===== src/rtl/alien_wave_ctrl_pkg.sv =====
// Shared definitions for the alien-row wave controller: FSM state codes,
// alien count and default row geometry.
package alien_wave_ctrl_pkg;

    localparam int unsigned NUM_ALIENS = 5;

    localparam logic [2:0] S_IDLE  = 3'd0;
    localparam logic [2:0] S_CLEAR = 3'd1;
    localparam logic [2:0] S_MOVE  = 3'd2;
    localparam logic [2:0] S_WON   = 3'd3;
    localparam logic [2:0] S_LOST  = 3'd4;

    localparam int unsigned DEF_ALIEN_X0    = 10;
    localparam int unsigned DEF_ALIEN_PITCH = 32;
    localparam int unsigned DEF_ALIEN_W     = 12;
    localparam int unsigned DEF_ALIEN_H     = 10;
    localparam int unsigned DEF_Y_START     = 10;
    localparam int unsigned DEF_STEP        = 5;
    localparam int unsigned DEF_MOVE_TICKS  = 60;
    localparam int unsigned DEF_LOSE_Y      = 100;

endpackage


===== src/rtl/alien_hit_detect.sv =====
// Combinational bullet-vs-row hit test; returns a one-hot mask of the live
// alien whose box contains the bullet (PITCH > W keeps boxes disjoint).
import alien_wave_ctrl_pkg::*;

module alien_hit_detect #(
    parameter int unsigned ALIEN_X0    = DEF_ALIEN_X0,
    parameter int unsigned ALIEN_PITCH = DEF_ALIEN_PITCH,
    parameter int unsigned ALIEN_W     = DEF_ALIEN_W,
    parameter int unsigned ALIEN_H     = DEF_ALIEN_H
) (
    input  logic [7:0]            bulletX,
    input  logic [6:0]            bulletY,
    input  logic [6:0]            rowY,
    input  logic [NUM_ALIENS-1:0] alive,
    output logic [NUM_ALIENS-1:0] hit
);

    logic [8:0] bx, by, y_lo, y_hi, x_lo, x_hi;

    // All bounds are widened to 9 bits so the right/bottom edges never wrap.
    always_comb begin
        hit  = '0;
        bx   = {1'b0, bulletX};
        by   = {2'b00, bulletY};
        y_lo = {2'b00, rowY};
        y_hi = y_lo + 9'(ALIEN_H - 1);
        x_lo = '0;
        x_hi = '0;
        for (int unsigned i = 0; i < NUM_ALIENS; i++) begin
            x_lo   = 9'(ALIEN_X0 + i * ALIEN_PITCH);
            x_hi   = x_lo + 9'(ALIEN_W - 1);
            hit[i] = alive[i] && (bx >= x_lo) && (bx <= x_hi)
                     && (by >= y_lo) && (by <= y_hi);
        end
    end

endmodule


===== src/rtl/alien_wave_ctrl.sv =====
// Game-state controller for one row of aliens: hit detection, clear and
// move-down handshakes with the draw datapath, move pacing and win/loss.
import alien_wave_ctrl_pkg::*;

module alien_wave_ctrl #(
    parameter int unsigned ALIEN_X0    = DEF_ALIEN_X0,
    parameter int unsigned ALIEN_PITCH = DEF_ALIEN_PITCH,
    parameter int unsigned ALIEN_W     = DEF_ALIEN_W,
    parameter int unsigned ALIEN_H     = DEF_ALIEN_H,
    parameter int unsigned Y_START     = DEF_Y_START,
    parameter int unsigned STEP        = DEF_STEP,
    parameter int unsigned MOVE_TICKS  = DEF_MOVE_TICKS,
    parameter int unsigned LOSE_Y      = DEF_LOSE_Y
) (
    input  logic                  clk,
    input  logic                  reset,
    input  logic                  tick,
    input  logic                  bulletValid,
    input  logic [7:0]            bulletX,
    input  logic [6:0]            bulletY,
    input  logic [NUM_ALIENS-1:0] cleared,
    input  logic                  movedDown,
    output logic [NUM_ALIENS-1:0] clear,
    output logic                  moveDown,
    output logic                  hitAck,
    output logic [NUM_ALIENS-1:0] alienAlive,
    output logic [6:0]            rowY,
    output logic                  busy,
    output logic                  gameWon,
    output logic                  gameOver
);

    logic [2:0]            state;
    logic [NUM_ALIENS-1:0] hit, cleared_prev, alive_after;
    logic                  moved_prev, move_pend;
    logic [7:0]            tick_cnt, step_sum;
    logic [8:0]            step_bottom;
    logic                  terminal, expire, take_hit, take_move, clear_done, move_done;

    alien_hit_detect #(
        .ALIEN_X0    (ALIEN_X0),
        .ALIEN_PITCH (ALIEN_PITCH),
        .ALIEN_W     (ALIEN_W),
        .ALIEN_H     (ALIEN_H)
    ) u_hit (
        .bulletX (bulletX),
        .bulletY (bulletY),
        .rowY    (rowY),
        .alive   (alienAlive),
        .hit     (hit)
    );

    always_comb begin
        terminal    = (state == S_WON) || (state == S_LOST);
        expire      = !terminal && tick && (tick_cnt == 8'(MOVE_TICKS - 1));
        take_hit    = (state == S_IDLE) && bulletValid && (|hit);
        take_move   = (state == S_IDLE) && !take_hit && move_pend;
        // Only a fresh 0->1 edge on the requested alien's done bit completes a clear.
        clear_done  = (state == S_CLEAR) && (|(cleared & ~cleared_prev & clear));
        move_done   = (state == S_MOVE) && movedDown && !moved_prev;
        alive_after = alienAlive & ~clear;
        step_sum    = {1'b0, rowY} + 8'(STEP);
        step_bottom = {1'b0, step_sum} + 9'(ALIEN_H - 1);
    end

    assign busy     = (state == S_CLEAR) || (state == S_MOVE);
    assign gameWon  = (state == S_WON);
    assign gameOver = (state == S_LOST);

    always_ff @(posedge clk or negedge reset) begin
        if (!reset) begin
            state        <= S_IDLE;
            alienAlive   <= '1;
            rowY         <= 7'(Y_START);
            tick_cnt     <= '0;
            move_pend    <= 1'b0;
            clear        <= '0;
            moveDown     <= 1'b0;
            hitAck       <= 1'b0;
            cleared_prev <= '0;
            moved_prev   <= 1'b0;
        end else begin
            cleared_prev <= cleared;
            moved_prev   <= movedDown;
            hitAck       <= take_hit;

            if (!terminal && tick)
                tick_cnt <= expire ? '0 : tick_cnt + 8'd1;
            // A second expiry while a move is already pending is simply absorbed.
            if (expire)
                move_pend <= 1'b1;
            else if (take_move)
                move_pend <= 1'b0;

            case (state)
                S_IDLE: begin
                    if (take_hit) begin
                        state <= S_CLEAR;
                        clear <= hit;
                    end else if (move_pend) begin
                        state    <= S_MOVE;
                        moveDown <= 1'b1;
                    end
                end
                S_CLEAR: begin
                    if (clear_done) begin
                        alienAlive <= alive_after;
                        clear      <= '0;
                        state      <= (alive_after == '0) ? S_WON : S_IDLE;
                    end
                end
                S_MOVE: begin
                    if (move_done) begin
                        moveDown <= 1'b0;
                        if (step_sum > 8'd127 || step_bottom >= 9'(LOSE_Y)) begin
                            state <= S_LOST;
                            rowY  <= (step_sum > 8'd127) ? 7'd127 : step_sum[6:0];
                        end else begin
                            state <= S_IDLE;
                            rowY  <= step_sum[6:0];
                        end
                    end
                end
                default: begin
                    clear    <= '0;
                    moveDown <= 1'b0;
                end
            endcase
        end
    end

endmodule


===== config.mk =====
export PLATFORM = sky130hd
export DESIGN_NAME = alien_wave_ctrl
export DESIGN_NICKNAME = d
export VERILOG_FILES = /design/src/rtl/alien_wave_ctrl_pkg.sv /design/src/rtl/alien_hit_detect.sv /design/src/rtl/alien_wave_ctrl.sv
export SDC_FILE = /design/constraint.sdc
export NUM_CORES = 1
export LEC_CHECK = 0
export CAP_MARGIN = 10
export CORE_MARGIN = 5
export CORE_UTILIZATION = 55
export CTS_BUF_LIST = sky130_fd_sc_hd__clkbuf_4
export DETAILED_ROUTE_END_ITERATION = 8
export GPL_ROUTABILITY_DRIVEN = 0
export PLACE_DENSITY = 0.88
export SYNTH_ARGS = -nofsm -noshare
export SYNTH_HDL_FRONTEND = slang
export SYNTH_SLANG_ARGS = --single-unit

===== constraint.sdc =====
create_clock -name clk -period 6 [get_ports clk]
set_input_delay 0.6 -clock clk [delete_from_list [all_inputs] [get_ports clk]]
set_output_delay 0.6 -clock clk [all_outputs]
set_load 0.03 [all_outputs]

==> run summary <==
The number of nets with antenna violations after routing came out at 0. The maximum vdd ir drop came out at 107.8 µV. The number of H-tree branching levels came out at 2. The floorplan step set the die height to 78.91 µm. The summed negative setup slack over all endpoints came out at 0 ps. Setup repair after global routing left no endpoint under its margin. The leakage component of the power is around 0.0013 µW. The worst pin sits at a relative slew slack of 0.4043. The number of violations reported at the end of detailed-routing iteration 0 is 246. The clock input transition at the sequential cells of the worst setup and hold paths came out at around 130 ps. The share of async-settable or async-resettable flops after synthesis came out at 1.000. The worst setup path is launched from a flop. The number of antenna diodes in the final layout is 0. The clock power share came out at 0.296. The net count of the finished layout is approximately 370.

The total CTS buffers is 5. The multi-input gate area in the final layout came out at roughly 0.0015 mm². After synthesis the netlist holds a flip-flop and latch count of 37.

Global routing finished with a remaining overflow of 0. Subtracting the final worst setup slack from the clock period gives 3183 ps. The required arrival time at the worst endpoint is 6260 ps. The part of the power in combinational logic came out at 0.193. The total via count in the routed design is 2306. The final standard cell area without fillers came out at 0.003134 mm². The number of hold-slack violations in the final timing report came to 0. The category of the most critical setup path is reg -> reg. Internal power comes to 415.2 µW. The worst-path maximum fanout came out at 13. The switching part of the total is 0.2965. The biggest area contributor in the post-synthesis netlist is sky130_fd_sc_hd__dfrtp_1. The share of Yosys cell area claimed by the top area cell type is 0.2875. The number of cells upsized or downsized after cts came out at 0. The reported max-cap violation count came out at 0. The number of distinct standard cells referenced by the synthesized netlist is 59. The final critical-path share of the clock period came out at 0.5306.

The library cell used most frequently in the layout, excluding fill and tap cells, is sky130_fd_sc_hd__clkdlybuf4s50_1. In this run the horizontal extent of the chip is a little under 80 µm. The placement row count is 25. Buffers added to address setup during post-CTS repair amount to 0. After synthesis, the cell types taking the most area are sky130_fd_sc_hd__dfrtp_1, sky130_fd_sc_hd__ha_1, sky130_fd_sc_hd__dfstp_2.

The initial antenna violation count came out at 0. The synthesized area is 0.002611 mm². The aggregate routed wire length is ~6.1 mm.

The placed instance area is 0.003055 mm². The relative area change from synthesis to final layout is 20.03%. The path category of the worst min-delay check is in -> async. Based on the critical path, the design can be clocked at up to roughly 310 MHz. The overall routing resource usage came out at 0.2077. The count of buffers added on input and output ports is 45. Counting along the longest clock path gives a buffer depth of 2. Setup violations remaining at the end of the flow were counted as 0.

The floorplan step defined a die boundary enclosing 0.006226 mm². The share of power burned in registers came out at 0.511. The synthesis warning total is 0. The net switching power is 175.0 µW. Yosys mapped a number of flops with a built-in enable equal to 0.

For this run, the register share of the synthesized area comes to 0.3579. TritonCTS built the clock tree. Power spread over the standard cell area amounts to roughly 190 mW/mm². The number of pins with negative max-slew slack in the final report came out at 0. The largest net degree at the start of global routing came out at 38.

In this run, post-CTS hold repair placed 0 buffers. CTS placed an instance of sky130_fd_sc_hd__clkbuf_4 at the clock tree root. The wire length of the first global-routing pass is 10.38 mm. Pin placement for this block handled 47 I/O pins. In the layout the commonest cells are sky130_fd_sc_hd__clkdlybuf4s50_1, sky130_fd_sc_hd__dfrtp_1, sky130_fd_sc_hd__nand2_1.

The synthesized net count is 330. The average detailed-routed wire length per instance is about 16 µm. The arrival time reported for the critical path endpoint is 3440 ps. The slew of the pin with the lowest slew margin came out at between 800 and 900 ps. STA classifies the critical path endpoint as a flop. The mean area per synthesized cell is slightly above 9 µm². The worst setup skew after layout came out at 22.81 ps. The clock insertion delay at the later pin of the skew report came out at 360 ps. The fill cell total of the finished layout came out at 382.

The via count of the first global-routing pass is 2298. The initial core utilization is 0.5603. The core outline area is between 0.004 and 0.005 mm². The most instantiated flip-flop cell in the synthesis netlist is sky130_fd_sc_hd__dfrtp_1.

Counting every sink on the clock net gives 37. The run finished with clean final reports. For this run, the detailed router's first-pass iteration total came to 4.

Dividing the detail-routed via count by the number of cells gives about 6.0. The fraction of final layout cells with drive strength greater than 1 came out at 0.09451. The count of mapped cells out of synthesis came out at about 290. The half-perimeter wire length after detailed placement came out at 4.590 mm. The total area of sequential cells came out at 934.6 µm². In the routed design, unresolved DRC markers number 0.
[Yosys cell counts (all sizes together), types with 2 or more instances]
cell and instances:
a211oi 3, xnor2 10, o211a 2, and3b 2, nor3 11, nand3 15, clkbuf 2, nor4 4
a21boi 5, o2111ai 5, o22a 2, dfrtp 30, a31oi 5, a2111oi 3, nand2 26, nand2b 8
a21o 6, nand4 5, nand3b 4, and3 4, o221ai 2, inv 17, a21oi 18, o21ai 11
a22o 4, o22ai 2, buf 8, ha 20, o21a 4, dfstp 7, nor2 23, xor2 4
[cell type report]
cell class	count	share of cell area
Clock buffer	5	0.01198
Clock inverter	3	0.01317
Inverter	18	0.02196
Multi-Input combinational cell	220	0.4910
Sequential cell	37	0.2982
Tap cell	54	0.02156
Timing Repair Buffer	45	0.1421
[power groups by stage]
stage               sequential (µW)  combinational, µW  clock [µW]
detailed placement              304                115           0
CTS                             301                115         174
finish                          302                114         175
floorplan                       300               73.7           0
global route                    305                129         185
global placement                303                107           0
[routing by layer]
metal,vias to the layer above,global-route usage,part of all wire
met4,0,0.06529,0.015
met5,-,0,0
met3,10,0.05215,0.061
li1,1132,-,-
met1,1088,0.2669,0.44
met2,76,0.3447,0.48
[sequential cells by signal (all words and copies together), names as in the netlist]
name and count:
alienAlive 5, clear 5, cleared_prev 5, hitAck 1, moveDown 1, move_pend 1
moved_prev 1, rowY 7, state 3, tick_cnt 8
[worst paths after layout]
path | start | endpoint | slack (ps) | cells past startpoint
max | rowY[0] | clear[0] | 2820 | 11
min | reset | cleared_prev[3] | 340 | 1
max reg2reg | rowY[0] | clear[0] | 2820 | 11
min reg2reg | tick_cnt[7] | tick_cnt[7] | 480 | 1
max in group asynchronous | reset | moveDown | 5090 | 1
min in group clk | tick_cnt[7] | tick_cnt[7] | 480 | 1
[logic make-up after synthesis]
family / synth area share
AO/OA/AOI/OAI: 0.2195
XOR/XNOR: 0.04695
adder cells (fa/ha/maj): 0.09583
buffers and inverters: 0.05270
flip-flops: 0.3579
multiplexers: 0.003833
AND/OR/NAND/NOR: 0.2233
[critical path, cell delays in order, from the launching register on]
cell and delay (ps):
sky130_fd_sc_hd__dfrtp_1 610, sky130_fd_sc_hd__ha_1 500, sky130_fd_sc_hd__a21oi_1 180, sky130_fd_sc_hd__nor3_1 210, sky130_fd_sc_hd__xnor2_1 110, sky130_fd_sc_hd__ha_1 230
sky130_fd_sc_hd__a211oi_2 190, sky130_fd_sc_hd__o211ai_1 120, sky130_fd_sc_hd__o221ai_2 260, sky130_fd_sc_hd__nand4_4 180, sky130_fd_sc_hd__a22o_4 280, sky130_fd_sc_hd__a22o_1 220
[metrics by stage]
step	cells	total power [µW]	hold slack, ps	setup WS (ps)	util
after floorplan	285	373.2	304.4	3076	-
after global placement	374	410.3	453.0	2934	0.6556
after detailed placement	374	419.0	467.6	2830	0.6556
after CTS	382	590.0	381.2	2822	0.6725
after global routing	382	619.1	426.8	2563	0.6725
final	382	590.2	336.2	2817	0.6725
No activity file was read; power rests on OpenSTA's default activity.
